`src/rtl/flash_loader.sv`:
```
// flash_loader: boot-time copier, SPI flash (cmd 0x03 read) -> ramio words.
// Ports: clk, rst (sync, active-high), start -> busy/done;
//   flash_clk/mosi/miso/cs_n: SPI mode 0 master at clk/2;
//   ramio_*: one-shot word write requests, held off by ramio_busy.
module flash_loader #(
    parameter int unsigned TransferByteCount = 256,
    parameter logic [23:0] FlashAddress      = 24'h0,
    parameter logic [31:0] RamAddress        = 32'h0
) (
    input  logic        clk,
    input  logic        rst,
    input  logic        start,
    output logic        busy,
    output logic        done,
    output logic        flash_clk,
    output logic        flash_mosi,
    input  logic        flash_miso,
    output logic        flash_cs_n,
    output logic        ramio_enable,
    output logic [1:0]  ramio_write_type,
    output logic [2:0]  ramio_read_type,
    output logic [31:0] ramio_address,
    output logic [31:0] ramio_data_in,
    input  logic        ramio_busy
);

    localparam logic [31:0] WordCount = 32'(TransferByteCount / 4);

    typedef enum logic [2:0] {
        Idle, SendCmd, SendAddr, ReadWord, Write, WaitWrite, Done
    } state_t;

    state_t      state, state_nx;
    logic        phase;
    logic [4:0]  bit_cnt;
    logic [31:0] tx_shift;
    logic [31:0] rx_shift;
    logic [31:0] word_idx;
    logic        skip;
    logic        accept;
    logic        word_next;
    logic        shifting;

    always_comb begin
        state_nx     = state;
        accept       = 1'b0;
        word_next    = 1'b0;
        ramio_enable = 1'b0;
        unique case (state)
            Idle, Done: begin
                if (start) begin
                    state_nx = SendCmd;
                    accept   = 1'b1;
                end
            end
            SendCmd: begin
                if (phase && bit_cnt == 5'd7)
                    state_nx = SendAddr;
            end
            SendAddr: begin
                if (phase && bit_cnt == 5'd23)
                    state_nx = ReadWord;
            end
            ReadWord: begin
                if (phase && bit_cnt == 5'd31)
                    state_nx = Write;
            end
            Write: begin
                if (!ramio_busy) begin
                    ramio_enable = 1'b1;
                    state_nx     = WaitWrite;
                end
            end
            WaitWrite: begin
                // ramio raises busy one cycle after it samples enable,
                // so the first cycle here must not trust ramio_busy.
                if (!skip && !ramio_busy) begin
                    word_next = 1'b1;
                    if (word_idx + 32'd1 < WordCount)
                        state_nx = ReadWord;
                    else
                        state_nx = Done;
                end
            end
            default: state_nx = Idle;
        endcase
    end

    assign shifting = (state == SendCmd) || (state == SendAddr)
                   || (state == ReadWord);

    assign busy             = (state != Idle) && (state != Done);
    assign done             = (state == Done);
    assign flash_cs_n       = !busy;
    // phase is forced low outside the shift states, so it is the SPI clock.
    assign flash_clk        = phase;
    // tx_shift drains to zero, so mosi idles low without extra gating.
    assign flash_mosi       = tx_shift[31];
    assign ramio_write_type = ramio_enable ? 2'b11 : 2'b00;
    assign ramio_read_type  = 3'b000;

    always_ff @(posedge clk) begin
        if (rst) begin
            state         <= Idle;
            phase         <= 1'b0;
            bit_cnt       <= 5'd0;
            tx_shift      <= 32'd0;
            rx_shift      <= 32'd0;
            word_idx      <= 32'd0;
            skip          <= 1'b0;
            ramio_address <= 32'd0;
            ramio_data_in <= 32'd0;
        end else begin
            state <= state_nx;
            skip  <= ramio_enable;

            if (accept) begin
                tx_shift      <= {8'h03, 24'h0};
                bit_cnt       <= 5'd0;
                phase         <= 1'b0;
                word_idx      <= 32'd0;
                ramio_address <= RamAddress;
            end

            if (shifting) begin
                phase <= ~phase;
                if (phase) begin
                    tx_shift <= {tx_shift[30:0], 1'b0};
                    if (state_nx != state)
                        bit_cnt <= 5'd0;
                    else
                        bit_cnt <= bit_cnt + 5'd1;
                end else if (state == ReadWord) begin
                    // Sample on the edge that raises flash_clk; the flash
                    // changed miso on the previous falling edge.
                    rx_shift <= {rx_shift[30:0], flash_miso};
                end
            end

            if (state == SendCmd && state_nx == SendAddr)
                tx_shift <= {FlashAddress, 8'h00};

            // First byte received sits in the top of rx_shift but
            // belongs in the low byte of the word.
            if (state == ReadWord && state_nx == Write)
                ramio_data_in <= {rx_shift[7:0], rx_shift[15:8],
                                  rx_shift[23:16], rx_shift[31:24]};

            if (word_next) begin
                word_idx      <= word_idx + 32'd1;
                ramio_address <= ramio_address + 32'd4;
            end
        end
    end

endmodule

```
`config.mk`:
```
export PLATFORM = sky130hd
export DESIGN_NAME = flash_loader
export DESIGN_NICKNAME = d
export VERILOG_FILES = /design/src/rtl/flash_loader.sv
export SDC_FILE = /design/constraint.sdc
export NUM_CORES = 1
export LEC_CHECK = 0
export CORE_ASPECT_RATIO = 2
export CORE_UTILIZATION = 40
export DETAILED_ROUTE_END_ITERATION = 16
export SLEW_MARGIN = 20
export SYNTH_ARGS = -nofsm -noshare
export SYNTH_HDL_FRONTEND = slang
export SYNTH_SLANG_ARGS = --single-unit
```
`constraint.sdc`:
```
create_clock -name clk -period 2.12 [get_ports clk]
set_input_delay 0.212 -clock clk [delete_from_list [all_inputs] [get_ports clk]]
set_output_delay 0.212 -clock clk [all_outputs]
set_load 0.03 [all_outputs]
```
==> impl.org <==
** Setup path
- The worst register-to-register path begins at word_idx[25].
- The worst setup path is launched from a register.
- The worst setup path is captured at a register.
- R2R Path End :: state[2]
- The critical path in this run is classified as reg2reg.
- Data on the critical path is required at its endpoint by between 2000 and 2500 ps.
- Crit path max-delay cell type :: sky130_fd_sc_hd__dfxtp_1
- The signal on the critical path passes through nand4_1, buf_4, nor4_4, nand3_1, xnor2_1, nor4_2, nand4_1, a31o_1.
- The worst register-to-register path has a depth of 8.
- Top fanout value on the critical path :: 2
- CP Depth :: 8
- Data arrival time of the worst path :: roughly 2400 ps
- The worst register-to-register path has a setup slack of around 7.5 ps.
- Family with the most delay on the worst path :: simple AND/OR/NAND/NOR gates
- By instance count, the cell type seen most on the critical path is sky130_fd_sc_hd__nand4_1.
- Max stage delay on crit path :: roughly 340 ps
- Bufs and invs on worst path :: 1

** Floorplan
- Area of the die :: 19700 um2
- Overall die width :: 99.7 um
- For this configuration, the core starts out at a cell density of 0.407.
- The floorplan has 71 rows.
- The floorplan step set the die height to 197 um.
- Total I/O pin count :: 80
- The core region is about 19000 um2.

** STA
- Slew at the pin with the worst max-slew slack :: 519 ps
- The worst pin sits at a relative slew slack of 0.654.
- The hold violation count in the final report is 0.
- Setup slack closes at around 7.5 ps.
- Setup repair after global routing could not meet its margin everywhere.
- Of the available clock period, the critical path in the final layout requires 0.996.
- Time the final worst path needs with I/O delays and setup :: between 2000 and 2500 ps
- Final worst clock skew :: approximately 13 ps
- Summed over all failing endpoints, the final setup total negative slack is 0 ps.
- Count of final max-slew check failures :: 0
- Setup violations remaining at the end of the flow were counted as 0.
- Derived from the worst setup path, the maximum achievable clock frequency is approximately 0.47 GHz.

** Global route
- The first global-routing pass estimated 33600 um of wire.
- Total overflow reported by the global router :: 0
- In the global route stage, overall resource usage came out at 0.215.
- Entering global routing, the biggest net connects around 120 pins.
- The number of antenna violations at the first check in global routing came to 0.
- Vias in the first global route :: just over 7k

** Final layout
- Commonest cells after routing, fill and taps aside :: sky130_fd_sc_hd__nand2_1 (213), sky130_fd_sc_hd__dfxtp_1 (157), sky130_fd_sc_hd__a21oi_1 (140), sky130_fd_sc_hd__buf_4 (113), sky130_fd_sc_hd__nor2_1 (75)
- In the final design database the tool counted 1150 nets.
- The finished cells cover between 10000 and 15000 um2.
- Diodes inserted :: 0
- Syn-to-layout area delta :: 33.8%
- Layout cell share with drive strength beyond 1 :: 0.188
- Most frequent standard cell in the layout excluding fill and tap cells :: sky130_fd_sc_hd__nand2_1

** Placement
- Count of input and output buffers :: 74
- Routability-driven placement finished with a final weighted congestion of about 0.92.
- Placement Setup Slack :: -230 ps
- Detailed-placement wirelength estimate :: about 14000 um
- The placed instances occupy a cell area of 9370 um2.

** Power
- Peak VDD IR :: approximately 470 uV
- The analysis attributes to cell leakage a power of about 3.5 nW.
- Power comes to roughly 0.0067 W.
- Power density over the cells :: around 650 nW/um2

** Min path
- Worst hold endpoint :: state[0]
- Along the worst hold path, the cell count comes to 4.
- Worst Hold Launch :: rst
- In this run the worst hold path is classified as in2reg.

** Clock tree
- Maximum buffer depth of the clock tree :: 2
- Clock Sinks :: between 150 and 200
- Clock input transition at the sequential cells of the worst setup and hold paths :: 70 ps
- Skew-Pair Late Insertion Delay :: roughly 430 ps
- The tree is rooted in a sky130_fd_sc_hd__clkbuf_16.
- Count of hold buffers inserted by post-cts repair :: 0
- In this run the number of H-tree levels came out at 4.
- In this run, CTS created clock tree buffers numbering 17.
- Clock tree from TritonCTS :: done

** Yosys
- Of the synthesized area, sequential elements account for 0.441.
- For this run, the leading register cell type out of synthesis is sky130_fd_sc_hd__dfxtp_1.
- Netlist cell types :: 57
- Each instance of the synthesized netlist takes up on average 7.62 um2.
- Number of enable flip-flop cells after synthesis :: 0
- After synthesis the cells add up to between 7000 and 8000 um2.
- Async S/R FF share, synth :: 0
- Count of state elements after synthesis :: 168
- Post-Synthesis Cells :: approximately 1k
- Syn. warnings :: 0

** Outcome
- Outcome :: completed

** Route
- After detailed routing, the number of vias per cell comes to about 5.3.
- Number of routed nets with antenna violations :: 0
- Before antenna repair, the detailed router went through 5 iterations.
- The routed layout has around 7.5k vias.
- DRC :: 0
- For this block, the initial DRC count from the detailed router was 278.
- Routed wire length :: approximately 21000 um
- DR WL/cell :: between 10 and 15 um

** Run
- The tool flagged a number of max-cap violations equal to 0.
Yosys cell counts, drive strengths merged, types with 3 or more instances:
library cell / n / share of area
buf: 27 / 0.020
a22o: 4 / 0.0046
o21ai: 27 / 0.018
mux2: 5 / 0.0074
or3: 14 / 0.011
and3: 14 / 0.011
nand3b: 5 / 0.0049
clkbuf: 51 / 0.025
mux2i: 4 / 0.0052
dfxtp: 168 / 0.44
or4: 4 / 0.0039
nor2b: 4 / 0.0033
nor2: 77 / 0.038
nand2: 214 / 0.11
and4: 5 / 0.0057
nand4b: 4 / 0.0046
nand4: 17 / 0.014
ha: 4 / 0.0066
xor2: 8 / 0.0092
a311oi: 11 / 0.013
inv: 16 / 0.0079
or2: 7 / 0.0057
a21oi: 142 / 0.093
and2: 8 / 0.0066
nor4: 10 / 0.0098
nor3: 23 / 0.018
o31a: 3 / 0.0034
a31oi: 12 / 0.0098
o211ai: 9 / 0.0089
a211oi: 7 / 0.0069
xnor2: 8 / 0.0092
nand3: 63 / 0.043
o21a: 7 / 0.0069
logic make-up after synthesis:
group	synth area share
adders and majority gates	0.00656
muxes	0.0126
buffers and inverters	0.0528
DFF	0.441
AOI/OAI and AO/OA	0.178
other	0.000491
xor gates and xnor gates	0.0184
and+or+nand+nor	0.291
state kept, by name (all words and copies together), names as in the netlist:
name and count:
flash_clk 1, skip 1, ramio_data_in 32, word_idx 32, rx_shift 32, bit_cnt 5, state 3, ramio_address 30
tx_shift 32
worst reg2reg max path, stage by stage, from the launching register on:
cell and delay, ps:
sky130_fd_sc_hd__dfxtp_1 340, sky130_fd_sc_hd__nand4_1 150, sky130_fd_sc_hd__buf_4 190, sky130_fd_sc_hd__nor4_4 290, sky130_fd_sc_hd__nand3_1 160, sky130_fd_sc_hd__xnor2_1 170, sky130_fd_sc_hd__nor4_2 280, sky130_fd_sc_hd__nand4_1 200
sky130_fd_sc_hd__a31o_1 220
where the power goes:
group,leakage [nW],switching (W),internal (W)
Combinational,1.86,0.000192,0.0000921
Clock,0.302,0.00140,0.00182
Sequential,1.36,0.00000739,0.00316
stage by stage:
step / std cells / utilization / hold slack [ps]
floorplan: 1006 / - / 291
global placement: 1372 / 0.500 / 438
detailed placement: 1372 / 0.500 / 446
CTS: 1407 / 0.536 / 237
global route: 1409 / 0.545 / 249
finish: 1409 / 0.545 / 234
worst max path at each step:
stage	startpoint	endpoint	slack, ps
6_report	word_idx[25]	state[2]	8
5_1_grt	word_idx[11]	state[2]	-100
4_1_cts	bit_cnt[0]	bit_cnt[2]	20
3_5_place_dp	word_idx[0]	state[2]	-230
3_3_place_gp	word_idx[0]	state[2]	-240
2_1_floorplan	word_idx[18]	state[2]	3
layout make-up:
| type | instances | area, um2 |
|---|---|---|
| sequential | 168 | 3380 |
| tap | 255 | 319 |
| multi-input combinational | 744 | 4090 |
| clock buffer | 18 | 439 |
| fill | 1802 | 8530 |
| clock inverter | 14 | 178 |
| timing repair buffer | 194 | 1750 |
| inverter | 16 | 60.1 |
metal layers:
metal | track usage | up-vias | part of all wire
met1 | 0.214 | 3550 | 0.38
met3 | 0.0333 | 49 | 0.025
met4 | 0.121 | 0 | 0.040
met2 | 0.412 | 141 | 0.56
li1 | - | 3757 | -
met5 | 0 | - | 0
repair_timing:
action                                  in CTS  in global routing
setup buffers                                3                  2
gates resized for setup                     14                 40
pin swaps                                    7                 14
gates cloned                                 0                  0
endpoints found under the setup margin       8                 18
No activity file was read; power rests on OpenSTA's default activity.
